$ cat src/rtl/fifo_arb_pkg.sv
// Shared definitions for the round-robin FIFO write arbiter: state encoding,
// parameter defaults and a constant-evaluable clog2.
package fifo_arb_pkg;

  typedef enum logic {
    ARB_IDLE  = 1'b0,
    ARB_BURST = 1'b1
  } arb_state_t;

  localparam int N_REQ_DEF     = 4;
  localparam int DW_DEF        = 32;
  localparam int MAX_BURST_DEF = 8;

  // Bits needed to hold values 0..value-1; clog2(1) is 0.
  function automatic int clog2(input int value);
    int r;
    r = 0;
    for (int v = value - 1; v > 0; v = v >>> 1) r++;
    return r;
  endfunction

endpackage

$ cat src/rtl/rr_pick.sv
// Combinational rotating-priority encoder: first set bit of req at or after
// ptr, wrapping modulo N_REQ.
module rr_pick
  import fifo_arb_pkg::*;
#(
  parameter int N_REQ = N_REQ_DEF,
  parameter int PW    = clog2(N_REQ)
) (
  input  logic [N_REQ-1:0] req,
  input  logic [PW-1:0]    ptr,
  output logic             valid,
  output logic [PW-1:0]    idx
);

  // Walk offsets from farthest to nearest so the nearest hit is written last.
  always_comb begin
    valid = 1'b0;
    idx   = '0;
    for (int i = N_REQ - 1; i >= 0; i--) begin
      if (req[(int'(ptr) + i) % N_REQ]) begin
        valid = 1'b1;
        idx   = PW'((int'(ptr) + i) % N_REQ);
      end
    end
  end

endmodule

$ cat src/rtl/fifo_wr_arbiter.sv
// Round-robin arbiter sharing one FIFO write port between N_REQ producers,
// granting bounded bursts and stalling on FIFO full.
module fifo_wr_arbiter
  import fifo_arb_pkg::*;
#(
  parameter int N_REQ     = N_REQ_DEF,
  parameter int DW        = DW_DEF,
  parameter int MAX_BURST = MAX_BURST_DEF
) (
  input  logic                      clk,
  input  logic                      rst_n,
  input  logic [N_REQ-1:0]          i_req,
  input  logic [N_REQ*DW-1:0]       i_data,
  output logic [N_REQ-1:0]          o_ack,
  input  logic                      i_fifo_full,
  output logic                      o_fifo_wr,
  output logic [DW-1:0]             o_fifo_data,
  output logic                      o_busy,
  output logic [clog2(N_REQ)-1:0]   o_owner
);

  localparam int OW = clog2(N_REQ);
  localparam int CW = clog2(MAX_BURST + 1);
  localparam logic [CW-1:0] LAST_CNT = CW'(MAX_BURST - 1);
  localparam logic [OW-1:0] LAST_IDX = OW'(N_REQ - 1);

  arb_state_t    state;
  logic [OW-1:0] owner;
  logic [OW-1:0] rr_ptr;
  logic [CW-1:0] burst_cnt;
  logic [OW-1:0] next_ptr;
  logic          pick_vld;
  logic [OW-1:0] pick_idx;
  logic          own_req;
  logic          take;
  logic          last_word;

  rr_pick #(
    .N_REQ (N_REQ),
    .PW    (OW)
  ) u_pick (
    .req   (i_req),
    .ptr   (rr_ptr),
    .valid (pick_vld),
    .idx   (pick_idx)
  );

  assign own_req   = i_req[owner];
  assign take      = (state == ARB_BURST) && own_req && !i_fifo_full;
  assign last_word = (burst_cnt == LAST_CNT);
  assign next_ptr  = (owner == LAST_IDX) ? '0 : owner + 1'b1;

  // Full flag gates the ack in the same cycle, so a full FIFO is never written.
  always_comb begin
    o_ack       = '0;
    o_fifo_data = '0;
    if (take) begin
      o_ack[owner] = 1'b1;
      o_fifo_data  = i_data[int'(owner)*DW +: DW];
    end
  end

  assign o_fifo_wr = take;
  assign o_busy    = (state == ARB_BURST);
  assign o_owner   = owner;

  always_ff @(posedge clk or negedge rst_n) begin
    if (!rst_n) begin
      state     <= ARB_IDLE;
      owner     <= '0;
      rr_ptr    <= '0;
      burst_cnt <= '0;
    end else begin
      case (state)
        ARB_IDLE: begin
          if (pick_vld) begin
            owner     <= pick_idx;
            burst_cnt <= '0;
            state     <= ARB_BURST;
          end
        end
        ARB_BURST: begin
          if (!own_req) begin
            state  <= ARB_IDLE;
            rr_ptr <= next_ptr;
          end else if (!i_fifo_full) begin
            burst_cnt <= burst_cnt + 1'b1;
            if (last_word) begin
              state  <= ARB_IDLE;
              rr_ptr <= next_ptr;
            end
          end
        end
        default: state <= ARB_IDLE;
      endcase
    end
  end

endmodule

$ cat config.mk
export PLATFORM = sky130hd
export DESIGN_NAME = fifo_wr_arbiter
export DESIGN_NICKNAME = d
export VERILOG_FILES = /design/src/rtl/fifo_arb_pkg.sv /design/src/rtl/rr_pick.sv /design/src/rtl/fifo_wr_arbiter.sv
export SDC_FILE = /design/constraint.sdc
export NUM_CORES = 1
export LEC_CHECK = 0
export BUFFER_PORTS_ARGS = -buffer_cell sky130_fd_sc_hd__buf_4
export CELL_PAD_IN_SITES_DETAIL_PLACEMENT = 0
export CELL_PAD_IN_SITES_GLOBAL_PLACEMENT = 1
export CORE_AREA = 2 2 62 122
export CTS_CLUSTER_DIAMETER = 40
export DETAILED_ROUTE_END_ITERATION = 10
export DIE_AREA = 0 0 64 124
export PLACE_DENSITY = 0.92
export SLEW_MARGIN = 20
export SYNTH_ARGS = -nofsm -noshare
export SYNTH_HDL_FRONTEND = slang
export SYNTH_SLANG_ARGS = --single-unit
$ cat constraint.sdc
create_clock -name clk -period 2.05 [get_ports clk]
set_input_delay 0.205 -clock clk [delete_from_list [all_inputs] [get_ports clk]]
set_output_delay 0.205 -clock clk [all_outputs]
set_load 0.01 [all_outputs]
Word level (Yosys, flattened, before mapping)
Index checks and enable logic that the tools add are counted.

Output and inout bits: 40. Register bits: 9. Word-level logic and storage cells: 75. Input port bits: 135.

Bitwise gates (word level): 4. $add $sub $neg: 5. $lt $le $gt $ge: 6. Shift operators: 1. Muxes and demuxes: 38. Reductions and logical operators: 10. Equality and inequality tests: 7.

Operators with widths (count): variable part select 128 x 8 -> 32 bit (1); 2-to-1 mux 32 bit (1); 2-to-1 mux 1 bit (17); 2-to-1 mux 2 bit (8); 2-to-1 mux 4 bit (4); less-than comparator 3 x 4 -> 1 bit (second input constant) (3); binary-select mux 1 bit (select 2 bit) (5); case mux 4 bit (2 select lines) (1); less-than comparator 2 x 3 -> 1 bit (second input constant) (2); != test 2 bit (second input constant) (3); AND reduction 3 bit (2); OR reduction 2 bit (3); adder 2 x 1 -> 2 bit (second input constant) (2); adder 2 bit (second input constant) (2); adder 4 x 1 -> 4 bit (second input constant) (1); == test 4 x 3 -> 1 bit (second input constant) (1); != test 2 x 1 -> 1 bit (second input constant) (2); bitwise AND 1 bit (first input constant) (3); logical AND 1 bit (3); demux 1 bit (select 2 bit) (1); == test 2 bit (second input constant) (1); greater-or-equal comparator 2 x 1 -> 1 bit (second input constant) (1); case mux 1 bit (2 select lines) (1); AND reduction 2 bit (1); 2 further kinds (2).

Longest topological paths before layout
Gate-level depths: netlist of the first run.

Depth after elaboration: 12. Depth in mapped cells: 6. Mapped depth without buffers: 5.

Modules after synthesis
A second synthesis of the first run with hierarchy kept.

Cell total of the unflattened synthesis: 150. Area total of the unflattened synthesis: 1666.6 sq um.

By module, submodules not included: fifo_wr_arbiter (cells each 137, sequential area each 225.2 sq um, instances 1, area each 1589.0 sq um); rr_pick (cells each 13, sequential area each 0.0 sq um, instances 1, area each 77.6 sq um).

Least setup slack after synthesis of the first run
Ideal clock, no wire load.

Kind: register to output. Start point: reg owner[0], in the netlist o_owner[0]. End point: out o_fifo_data[10]. Stages on the path, launching flop included: 5. Required time: 1.845 ns. Path buffers: 2. Data arrival time: 1.649 ns. Slack: 0.196 ns. Cell sequence: dfrtp_1 > buf_4 > buf_2 > mux4_2 > nor2b_1.

Word-level cells in the longest chain between the ends: 5. Elaborated cells on any way between the ends: 6. Classes of those cells: 1 x shift; 3 x mux; 2 x reduce/logical.

Ends and longest elaborated chain: from (decl) (line fifo_wr_arbiter.sv:28) `logic [OW-1:0] owner;`; from (signal assigned) (line fifo_wr_arbiter.sv:77) `owner <= pick_idx;`; branches (longest 4 deep; another with variable part select 128 x 8 -> 32 bit); 2-to-1 mux 32 bit * (line fifo_wr_arbiter.sv:57) `if (take) begin`; to (decl) (line fifo_wr_arbiter.sv:17) `output logic [DW-1:0] o_fifo_data,`.

Mark *: on every way between the ends. The select of a mux whose other input is x is not followed.

Final worst setup path of the first run
Start point: reg owner[1], in the netlist o_owner[1]. End point: out o_fifo_data[1].

Same word-level chain as after synthesis.

==> results of run 1 <==
==> final cells by class <==
cell class	instances	area share
clock buffers	4	0.0246
inverters	5	0.00586
multi-input cells	122	0.418
flip-flops and latches	9	0.0707
well taps	90	0.0352
repair buffers	185	0.446
==> stage by stage <==
step           cell area [um^2]  power [W]  setup slack (ps)   util  instances
6_report                   3200    0.00293              99.5  0.462        415
3_3_place_gp               3080    0.00250               323  0.443        408
4_1_cts                    3170    0.00291              23.3  0.456        413
3_5_place_dp               3080    0.00254               266  0.443        408
2_1_floorplan              1640    0.00176               196      -        148
5_1_grt                    3200    0.00314              1.13  0.462        415
==> power groups by stage <==
stage / Sequential (W) / Combinational [W] / Clock (W)
after floorplan: 0.000326 / 0.00143 / 0
after global placement: 0.000344 / 0.00215 / 0
after detailed placement: 0.000352 / 0.00219 / 0
after CTS: 0.000351 / 0.00220 / 0.000361
after global routing: 0.000354 / 0.00241 / 0.000368
final: 0.000341 / 0.00223 / 0.000354
==> flip-flops by register name (all words and copies together) (netlist names) <==
name / count
burst_cnt: 4
o_busy: 1
o_owner: 2
rr_ptr: 2
==> metal layers <==
layer  vias to the layer above  global-route usage  part of all wire
met1                       920               0.173              0.32
met5                         -                   0                 0
met4                         0              0.0679             0.029
met3                        17              0.0551              0.12
met2                       116               0.305              0.53
li1                        923                   -                 -
==> worst max path at each step <==
stage / startpoint / endpoint / slack [ps] / cells past startpoint
after detailed placement: o_owner[0] / o_fifo_data[1] / 270 / 6
after CTS: o_owner[0] / o_fifo_data[28] / 20 / 4
after floorplan: o_owner[0] / o_fifo_data[10] / 200 / 4
after global placement: o_owner[0] / o_fifo_data[3] / 320 / 4
final: o_owner[1] / o_fifo_data[1] / 100 / 6
after global routing: o_owner[1] / o_fifo_data[1] / 1 / 6
==> cell families (layout without fill, tap and decap cells) <==
logic type      after synthesis  in the layout  share of synthesized area
simple gates                 62             62                      0.223
mux                          39             39                      0.487
fa+ha+maj                     5              5                     0.0383
flops                         9              9                      0.138
compound gates               15             15                     0.0589
xor+xnor                      1              1                    0.00536
buf+inv                      17            194                     0.0505
==> timing repair <==
item	in CTS	in global routing
hold buffers	1	0
endpoints found under the setup margin	1	28
setup buffers	0	2
pin swaps	0	0
resized for setup	1	2
hold endpoints to repair	9	0
==> worst max-delay path, stage by stage (launching register included) <==
cell and delay [ps]:
dfrtp_1 430, mux2i_2 310, nor2_1 130, o21ai_2 180, buf_12 220, nor2b_1 90
buf_4 150
==> cell usage in the layout (no fill, tap or decap), drive strengths merged, types with 2 or more instances in the layout <==
cell,n
a21oi,3
and3,2
buf,184
clkbuf,4
dfrtp,9
ha,5
inv,5
mux2i,6
mux4,32
nand2,6
nand3,4
nor2,6
nor2b,37
o211ai,2
o21ai,5
o31ai,3
or2,2
==> results.sh, run 1 <==
export IMPL_yosysMostFrequentCell="nor2b_1"
export IMPL_yosys_warnings=0
export IMPL_hold_path_class="input pin to asynchronous set/reset pin"
export IMPL_crit_type="flip-flop to output pin"
export IMPL_cts_tree="built"
export IMPL_async_flop_share=1.00
export IMPL_grt_use_total=0.167
export IMPL_setup_viol=0
export IMPL_drive_gt1_frac=0.708
export IMPL_dp_hpwl_mm=5.89
export IMPL_die_h_um=124
export IMPL_detail_route_first_pass_iterations=4
export IMPL_synth_flop_cell="dfrtp_1"
export IMPL_postRouteAntennaNets=0
export IMPL_antenna_found_initial=0
export IMPL_die_w_um=64
export IMPL_routed_wl_mm=6.87
export IMPL_swShare=0.367
export IMPL_cp_start_kind="flip-flop"
export IMPL_drc=0
export IMPL_multi_input_area_um2=1340
export IMPL_regToRegSetupSlack_ps=350
export IMPL_synthTopCellsByArea="mux4_2 (44%), nor2b_1 (14%), dfrtp_1 (14%), ha_1 (3.8%), mux2i_1 (3.7%)"
export IMPL_syn_to_final_growth_pct=95.9
export IMPL_hold_violations=0
export IMPL_seqPwrFrac=0.116
export IMPL_start_util=0.236
export IMPL_h_tree_depth=1
export IMPL_p_leak_nw=1.51
export IMPL_fillers=664
export IMPL_p_int_w=0.00185
export IMPL_drtIter0Drc=81
export IMPL_p_switching_w=0.00108
export IMPL_grt_max_degree=38
export IMPL_synth_cells=148
export IMPL_ys_ff_latch=9
export IMPL_synthDistinctLibCells=32
export IMPL_maxCapViolations=0
export IMPL_grt_pass1_vias=2040
export IMPL_critPathMaxFanout=37
export IMPL_io_buffers=174
export IMPL_core_area_um2=6940
export IMPL_status="complete, no violations"
export IMPL_dieArea_um2=7940
export IMPL_clock_power_share=0.121
export IMPL_worstSkewPairLatency_ps=240
export IMPL_grt_overflow_total=0
export IMPL_power_frac_comb=0.763
export IMPL_cp_arrival_ps=1750
export IMPL_r2r_start="burst_cnt[0]"
export IMPL_synth_common_cells="nor2b_1 (37), mux4_2 (32), dfrtp_1 (9)"
export IMPL_finalCriticalPeriod_ps=1950
export IMPL_fp_row_count=43
export IMPL_layout_worst_path_cycle_share=0.951
export IMPL_max_freq_mhz=513
export IMPL_finalNetCount=466
export IMPL_worstMarginPinSlew_ps=409
export IMPL_syn_avg_cell_area_um2=11.0
export IMPL_cts_buffers=3
export IMPL_syn_nets=288
export IMPL_synth_edff_count=0
export IMPL_grt_pass1_wl_mm=10.3
export IMPL_ff2ff_path_depth=5
export IMPL_critPathRequiredTime_ps=1850
export IMPL_yosysTopAreaCell="mux4_2"
export IMPL_routedWlPerCell_um=16.5
export IMPL_regArea_um2=226
export IMPL_r2r_end="rr_ptr[1]"
export IMPL_synthesis_area_um2=1640
export IMPL_fin_worst_skew_ps=2.40
export IMPL_ioPinCount=175
export IMPL_insertedDiodeCount=0
export IMPL_root_buffer="clkbuf_16"
export IMPL_timing_hold_ws_ps=323
export IMPL_cp_end_kind="output pin"
export IMPL_ys_seq_area_frac=0.138
export IMPL_vdd_drop_max_uv=785
export IMPL_gp_congestion=0.878
export IMPL_synth_top_area_frac=0.441
export IMPL_slew_violations=0
export IMPL_via_per_inst=4.76
export IMPL_cts_buffer_depth=2
export IMPL_rsz0062_at_grt="false"
export IMPL_relSlewSlack=0.725
export IMPL_finalSetupTns_ps=0
export IMPL_cts_sinks=9
export IMPL_vias=1976
export IMPL_p_per_area_nw_per_um2=915
export IMPL_clkSlewWorstSetupHoldPaths_ps=40
(Power assumes the default switching activity.)
==> run 2: changes to the inputs <==
- CORE_AREA: 2 2 62 122 -> 4 4 64 124
- DIE_AREA: 0 0 64 124 -> 0 0 68 128
==> results.sh, run 2 (synthesized netlist as in run 1, its figures left out) <==
export IMPL_relSlewSlack=0.674
export IMPL_h_tree_depth=1
export IMPL_fp_row_count=43
export IMPL_cts_sinks=9
export IMPL_grt_pass1_vias=1959
export IMPL_die_h_um=128
export IMPL_cp_start_kind="flip-flop"
export IMPL_worstSkewPairLatency_ps=240
export IMPL_cpPeakStageDelay_ps=520
export IMPL_dp_cells=406
export IMPL_antenna_found_initial=0
export IMPL_core_area_um2=6990
export IMPL_rsz0062_at_grt="false"
export IMPL_io_buffers=174
export IMPL_fillers=681
export IMPL_via_per_inst=4.68
export IMPL_finalCriticalPeriod_ps=1970
export IMPL_dp_hpwl_mm=6.19
export IMPL_min_from="i_fifo_full"
export IMPL_status="complete, no violations"
export IMPL_clkSlewWorstSetupHoldPaths_ps=40
export IMPL_ioPinCount=175
export IMPL_critPathMaxFanout=8
export IMPL_gp_congestion=0.862
export IMPL_r2r_start="burst_cnt[0]"
export IMPL_drive_gt1_frac=0.711
export IMPL_routed_wl_mm=7.34
export IMPL_crit_type="flip-flop to output pin"
export IMPL_cts_tree="built"
export IMPL_vias=1944
export IMPL_critPathRequiredTime_ps=1850
export IMPL_detail_route_first_pass_iterations=4
export IMPL_maxCapViolations=0
export IMPL_insertedDiodeCount=0
export IMPL_largest_reg_flops=4
export IMPL_cp_end_kind="output pin"
export IMPL_grt_pass1_wl_mm=9.88
export IMPL_stdcell_area_um2=3210
export IMPL_max_freq_mhz=506
export IMPL_crit_top_cell="buf_4"
export IMPL_fin_cells=415
export IMPL_finalNetCount=466
export IMPL_p_leak_nw=1.52
export IMPL_vdd_drop_max_uv=723
export IMPL_drtIter0Drc=58
export IMPL_fin_worst_skew_ps=2.50
export IMPL_root_buffer="clkbuf_16"
export IMPL_drc=0
export IMPL_layout_common_cells="buf_4 (180), nor2b_1 (37), mux4_2 (32)"
export IMPL_slew_violations=0
export IMPL_dieArea_um2=8700
export IMPL_top_register="burst_cnt"
export IMPL_cts_buffer_depth=2
export IMPL_dpl_instance_area_um2=3060
export IMPL_grt_max_degree=38
export IMPL_layout_worst_path_cycle_share=0.963
export IMPL_hold_violations=0
export IMPL_worstMarginPinSlew_ps=485
export IMPL_crit_path_top_delay_cell="mux4_2"
export IMPL_finalSetupTns_ps=0
export IMPL_setup_viol=0
export IMPL_grt_use_total=0.151
export IMPL_syn_to_final_growth_pct=96.2
export IMPL_routedWlPerCell_um=17.7
export IMPL_cp_arrival_ps=1770
export IMPL_cts_buffers=3
export IMPL_grt_overflow_total=0
export IMPL_die_w_um=68
export IMPL_critPathLaunch="o_owner[0]"
export IMPL_postRouteAntennaNets=0
export IMPL_hold_path_class="input pin to flip-flop"
export IMPL_cp_cell_sequence="buf_4, mux4_2, nor2b_1, buf_4"
export IMPL_mostFrequentLayoutCell="buf_4"
export IMPL_p_per_area_nw_per_um2=913
export IMPL_start_util=0.234
-- run 2: cell types whose count changed in the layout (fill, tap and decap cells not counted) --
cell,change
nor2_2,+1
clkbuf_16,+1
clkbuf_2,+1
buf_4,-1
buf_12,-1
nor2_1,-1
-- run 2: worst paths after layout --
path	to	slack, ps	cells after the start
worst max-delay path	o_fifo_data[24]	80	4
worst min-delay path	o_busy	310	3
worst max register to register	rr_ptr[1]	340	5
worst min register to register	burst_cnt[2]	490	1
max in group asynchronous	o_owner[0]	1580	2
min in group asynchronous	burst_cnt[2]	320	2
-- run 2: stage by stage --
step | power (W) | hold WS (ps) | util | setup WS, ps
after floorplan | 0.00176 | -90.6 | - | 196
after global placement | 0.00247 | 33.4 | 0.438 | 306
after detailed placement | 0.00249 | 33.4 | 0.438 | 291
after CTS | 0.00285 | 313 | 0.450 | 38.7
after global routing | 0.00314 | 323 | 0.459 | 1.48
final | 0.00293 | 310 | 0.459 | 75.0
-- run 2: cell type report --
class                           count  area [um^2]  share of cell area
Tap cell                           90          113              0.0351
Sequential cell                     9          226              0.0706
Inverter                            5         18.8             0.00585
Clock buffer                        4         78.8              0.0246
Multi-Input combinational cell    122         1340               0.418
Timing Repair Buffer              185         1430               0.446
-- run 2: worst max-delay path: cells and delay by family (launching register included) --
kind	cells	cell delay [ps]
buffers and inverters	2	380
muxes	1	520
DFF	1	470
and+or+nand+nor	1	150
-- run 2: what timing repair did --
action / in CTS / in global routing
setup endpoints to repair: 0 / 37
hold buffers: 1 / 0
setup buffers: 0 / 3
gates resized for setup: 0 / 4
endpoints found under the hold margin: 9 / 0
-- run 2: layer usage --
layer,vias to the layer above,global-route usage,share of wire
met5,-,0,0
met4,0,0.0551,0.034
met3,20,0.0404,0.11
met2,112,0.280,0.54
met1,886,0.154,0.31
li1,926,-,-
-- run 2: report_power, final --
| group | internal [W] | switching (W) |
|---|---|---|
| sequential | 0.000246 | 0.0000951 |
| combinational | 0.00135 | 0.000897 |
| clock | 0.000260 | 0.0000867 |
| total | 0.00185 | 0.00108 |
